[config.mk]
export PLATFORM = sky130hd
export DESIGN_NAME = rcl_stream
export DESIGN_NICKNAME = d
export VERILOG_FILES = /design/src/rtl/rcl_stream.sv
export SDC_FILE = /design/constraint.sdc
export NUM_CORES = 1
export LEC_CHECK = 0
export CAP_MARGIN = 20
export CELL_PAD_IN_SITES_DETAIL_PLACEMENT = 0
export CELL_PAD_IN_SITES_GLOBAL_PLACEMENT = 1
export CORE_MARGIN = 2
export CORE_UTILIZATION = 34
export CTS_CLUSTER_DIAMETER = 120
export DETAILED_ROUTE_END_ITERATION = 8
export HOLD_SLACK_MARGIN = 0.15
export PLACE_DENSITY_LB_ADDON = 0.25
export SETUP_SLACK_MARGIN = 0.4
export SLEW_MARGIN = 20
export SYNTH_ARGS = -nofsm -noshare
export SYNTH_HDL_FRONTEND = slang
export SYNTH_SLANG_ARGS = --single-unit
[constraint.sdc]
create_clock -name clk -period 14.62 [get_ports clk]
set_input_delay 1.462 -clock clk [delete_from_list [all_inputs] [get_ports clk]]
set_output_delay 1.462 -clock clk [all_outputs]
set_load 0.005 [all_outputs]
[src/rtl/rcl_stream.sv]
// rcl_stream: pipelined line-circle intersection counter over three-beat packets,
// with a partial-packet timeout and a fixed 4-edge launch-to-output latency.
module rcl_stream #(
  parameter int W = 5,
  parameter int TIMEOUT = 15
) (
  input  logic         clk,
  input  logic         rst_n,
  input  logic         in_valid,
  input  logic [W-1:0] coef_L,
  input  logic [W-1:0] coef_Q,
  output logic         out_valid,
  output logic [1:0]   out,
  output logic         err
);
  localparam int CW = TIMEOUT > 0 ? $clog2(TIMEOUT + 1) : 1;
  localparam int PW = 2 * W;
  localparam int SW = 2 * W + 2;
  localparam int QW = 2 * W + 1;
  localparam int RW = 4 * W + 4;
  localparam int LW = 3 * W + 1;
  typedef enum logic [1:0] {S0, S1, S2} state_t;
  state_t state, state_nxt;
  logic [CW-1:0] idle, idle_nxt;
  logic err_nxt, launch;
  logic signed [W-1:0] a_h, m_h, b_h, n_h;
  logic signed [W-1:0] a0, m0, b0, n0, c0;
  logic [W-1:0] k0;
  logic v0;
  logic signed [PW-1:0] am1, bn1;
  logic [PW-1:0] aa1, bb1;
  logic signed [W-1:0] c1;
  logic [W-1:0] k1;
  logic v1;
  logic signed [SW-1:0] s2;
  logic [QW-1:0] q2;
  logic [W-1:0] k2;
  logic v2;
  logic [RW-1:0] rhs3;
  logic [LW-1:0] lhs3;
  logic v3;
  logic signed [PW-1:0] ea, em, eb, en;
  logic signed [RW-1:0] es;
  always_comb begin
    state_nxt = state;
    idle_nxt = '0;
    err_nxt = 1'b0;
    launch = 1'b0;
    if (in_valid) begin
      state_nxt = state == S0 ? S1 : state == S1 ? S2 : S0;
      launch = state == S2;
    end else if (state != S0 && TIMEOUT > 0) begin
      if (idle == CW'(TIMEOUT - 1)) begin
        state_nxt = S0;
        err_nxt = 1'b1;
      end else begin
        idle_nxt = idle + CW'(1);
      end
    end
  end
  always_ff @(posedge clk) begin
    if (!rst_n) begin
      state <= S0;
      idle <= '0;
      err <= 1'b0;
    end else begin
      state <= state_nxt;
      idle <= idle_nxt;
      err <= err_nxt;
    end
  end
  // Launch registers decouple the next packet's beats from the one entering P1.
  always_ff @(posedge clk) begin
    if (!rst_n) begin
      {a_h, m_h, b_h, n_h} <= '0;
      {a0, m0, b0, n0, c0, k0} <= '0;
      v0 <= 1'b0;
    end else begin
      if (in_valid && state == S0) {a_h, m_h} <= {coef_L, coef_Q};
      if (in_valid && state == S1) {b_h, n_h} <= {coef_L, coef_Q};
      v0 <= launch;
      if (launch) {a0, m0, b0, n0, c0, k0} <= {a_h, m_h, b_h, n_h, coef_L, coef_Q};
    end
  end
  always_comb begin
    ea = PW'(a0);
    em = PW'(m0);
    eb = PW'(b0);
    en = PW'(n0);
    es = RW'(s2);
  end
  always_ff @(posedge clk) begin
    if (!rst_n) begin
      {am1, bn1, aa1, bb1, c1, k1, v1} <= '0;
      {s2, q2, k2, v2} <= '0;
      {rhs3, lhs3, v3} <= '0;
      out_valid <= 1'b0;
      out <= 2'd0;
    end else begin
      am1 <= ea * em;
      bn1 <= eb * en;
      aa1 <= $unsigned(ea * ea);
      bb1 <= $unsigned(eb * eb);
      c1 <= c0;
      k1 <= k0;
      v1 <= v0;
      s2 <= SW'(am1) + SW'(bn1) + SW'(c1);
      q2 <= QW'(aa1) + QW'(bb1);
      k2 <= k1;
      v2 <= v1;
      rhs3 <= $unsigned(es * es);
      lhs3 <= LW'(q2) * LW'(k2);
      v3 <= v2;
      out_valid <= v3;
      out <= !v3 ? 2'd0 : RW'(lhs3) > rhs3 ? 2'd2 : RW'(lhs3) == rhs3 ? 2'd1 : 2'd0;
    end
  end
endmodule
==> results.sh <==
export IMPL_status="finished clean"
export IMPL_grt_remaining_overflow=0
export IMPL_async_reset_ff_frac=0
export IMPL_synth_edff_count=0
export IMPL_start_util=0.3462
export IMPL_tightest_slew_ns=0.9222
export IMPL_rsz0062_at_grt="false"
export IMPL_hold_viol=0
export IMPL_fp_dieW_um=222.2
export IMPL_antenna_found_initial=2
export IMPL_ys_flop_type="dfxtp_1"
export IMPL_grt_start_max_net_pins=56
export IMPL_synthDistinctLibCells=66
export IMPL_die_area_um2=49360
export IMPL_ys_ff_latch=179
export IMPL_synth_top_area_share=0.2796
export IMPL_finalCritPeriodShare=0.3984
export IMPL_cts_sinks=179
export IMPL_fp_row_count=79
export IMPL_crit_path_start_kind="flip-flop"
export IMPL_timing_final_crit_period_ns=5.825
export IMPL_area_growth_pct=8.133
export IMPL_antenna_left=0
export IMPL_wl_per_cell_um=13.86
export IMPL_grt_pass1_vias=11750
export IMPL_chipHeight_um=222.2
export IMPL_p_leak_nw=8.520
export IMPL_grt_pass1_wl_mm=57.43
export IMPL_drt_initial_drc_count=343
export IMPL_seqCellArea_um2=3583
export IMPL_stdcell_area_um2=17500
export IMPL_crit_chain="clkinv_1 -> nor2_1 -> fa_1 -> inv_1 -> fa_1 -> inv_1 -> fa_1 -> fa_1 -> inv_1 -> fa_1 -> inv_1 -> ha_1 -> and4_1 -> and3_1 -> o21ai_1 -> a41oi_1 -> or3_1 -> a21oi_1"
export IMPL_path_class="reg -> reg"
export IMPL_ios=17
export IMPL_cap_violations=0
export IMPL_cp_slowest_cell="dfxtp_1"
export IMPL_cts_htree_levels=4
export IMPL_postRouteWirelength_mm=32.45
export IMPL_relSlewSlack=0.3845
export IMPL_synth_seq_area_share=0.2214
export IMPL_slew_viol_final=0
export IMPL_fillers=4810
export IMPL_setup_tns_ns=0
export IMPL_p_per_area_nw_per_um2=56.04
export IMPL_io_buffers=16
export IMPL_place_hpwl_mm=26.27
export IMPL_multi_input_area_um2=11170
export IMPL_finalSetupViolCount=0
export IMPL_cts_root_buf="clkbuf_16"
export IMPL_layout_drive_gt1_share=0.03403
export IMPL_cts_resized=0
export IMPL_path_max_fanout=16
export IMPL_cts_buffers=17
export IMPL_arrival_ns=6.17
export IMPL_yosysWarnings=0
export IMPL_clkTransAtPathRegs_ns=0.07
export IMPL_peakVddDrop_mv=0.05646
export IMPL_yosys_top_cells_area="fa_1 28%, dfxtp_1 22%, ha_1 13%"
export IMPL_antenna_cells=0
export IMPL_min_path_type="reg -> reg"
export IMPL_fmax_mhz=171.7
export IMPL_cts_tree="yes"
export IMPL_clock_latency_ns=0.44
export IMPL_required_ns=14.96
export IMPL_syn_num_nets=2139
export IMPL_syn_inst=1735
export IMPL_slowest_delay_ns=0.68
export IMPL_cts_setup_buffers=0
export IMPL_dr_pass1_iters=5
export IMPL_via_count=10820
export IMPL_syn_area_um2=16180
export IMPL_drc_errors=0
export IMPL_synth_top_cell_by_area="fa_1"
export IMPL_ctsHoldBuffers=0
export IMPL_layout_commonest_cell="inv_1"
export IMPL_cpMostUsedCell="fa_1"
export IMPL_fin_skew_ns=0.01063
export IMPL_final_cell_mix="327 x inv_1, 226 x fa_1, 179 x dfxtp_1, 165 x ha_1, 163 x nand2_1"
export IMPL_gp_congestion=0.7824
export IMPL_vias_per_cell=4.623
export IMPL_synth_avg_cell_area_um2=9.328
export IMPL_nNetsFinal=2125
export IMPL_crit_family="adder cells"
export IMPL_cp_end_kind="flip-flop"
export IMPL_core_area_um2=46750
export IMPL_grt_usage=0.1429
export IMPL_max_clock_path_buffers=2
export IMPL_path_buf_inv=5
export IMPL_placed_area_um2=16940
[flip-flops by register name, indices dropped and copies added (netlist names), 4 cells and up]
signal	count
a0	5
a_h	5
aa1	9
am1	10
b0	5
b_h	5
bb1	9
bn1	10
c0	5
c1	5
idle	4
k0	5
k1	5
k2	5
lhs3	16
m0	5
m_h	5
n0	5
n_h	5
q2	11
rhs3	23
s2	12
[path summary, 6_finish.rpt]
check	cells past startpoint	from	end	slack, ns
max	18	s2[11]$_SDFF_PN0_	rhs3[23]$_SDFF_PN0_	8.80
min	1	k1[4]$_SDFF_PN0_	k2[4]$_SDFF_PN0_	0.43
max reg2reg	18	s2[11]$_SDFF_PN0_	rhs3[23]$_SDFF_PN0_	8.80
min reg2reg	1	k1[4]$_SDFF_PN0_	k2[4]$_SDFF_PN0_	0.43
[report_power, final]
| group | switching [mW] | internal [mW] | leakage, nW |
|---|---|---|---|
| logic | 0.0269 | 0.0153 | 6.81 |
| registers | 0.00627 | 0.494 | 1.44 |
| clock network | 0.211 | 0.227 | 0.268 |
| total | 0.245 | 0.736 | 8.52 |
[synth_stat cells, types with 4 or more instances]
cell	count
nor3b_1	6
a21o_1	22
dfxtp_1	179
nor3_1	23
ha_1	165
o21ai_1	12
a21oi_1	74
a211oi_1	6
nor2_1	85
o22a_1	12
o21a_1	11
or2_2	4
mux2i_1	17
nand2b_1	19
nand3_1	9
nor2b_1	19
nand2_1	163
xnor2_1	50
inv_1	328
buf_2	4
xor2_1	11
and3_1	11
fa_1	226
clkbuf_1	48
o21bai_1	8
and2_1	139
o21ai_0	23
[final cells by class]
type / instances / area share
Multi-Input combinational cell: 1173 / 0.6382
Sequential cell: 179 / 0.2048
Inverter: 329 / 0.07064
Tap cell: 607 / 0.04340
Clock buffer: 18 / 0.02509
Timing Repair Buffer: 21 / 0.01101
Clock inverter: 14 / 0.006864
[routing by layer]
| metal | GRT usage | part of all wire | vias up |
|---|---|---|---|
| met4 | 0.02637 | 0.0092 | 2 |
| met2 | 0.2412 | 0.47 | 106 |
| li1 | - | - | 5375 |
| met1 | 0.1938 | 0.50 | 5318 |
| met5 | 0 | 0.00037 | - |
| met3 | 0.02420 | 0.026 | 21 |
[through the flow]
stage | hold WS (ns) | power (mW) | cells | worst slack [ns] | utilization
6_report | 0.4322 | 0.9807 | 2341 | 8.795 | 0.3743
5_1_grt | 0.4546 | 1.024 | 2341 | 8.409 | 0.3743
4_1_cts | 0.4364 | 0.9992 | 2341 | 8.765 | 0.3743
3_5_place_dp | 0.4203 | 0.5540 | 2309 | 8.789 | 0.3624
3_3_place_gp | 0.4235 | 0.5538 | 2309 | 8.898 | 0.3624
2_1_floorplan | 0.4119 | 0.5368 | 1735 | 9.420 | -
[cell families (layout without fill, tap and decap cells)]
family,Yosys count,in the layout,synth area share
simple gates,498,498,0.1542
fa+ha+maj,391,391,0.4071
buf+inv,383,382,0.08914
compound gates,205,205,0.08365
flops,179,179,0.2214
xor+xnor,62,62,0.03402
mux,17,17,0.01051
Power figures use the tool's default switching activity.
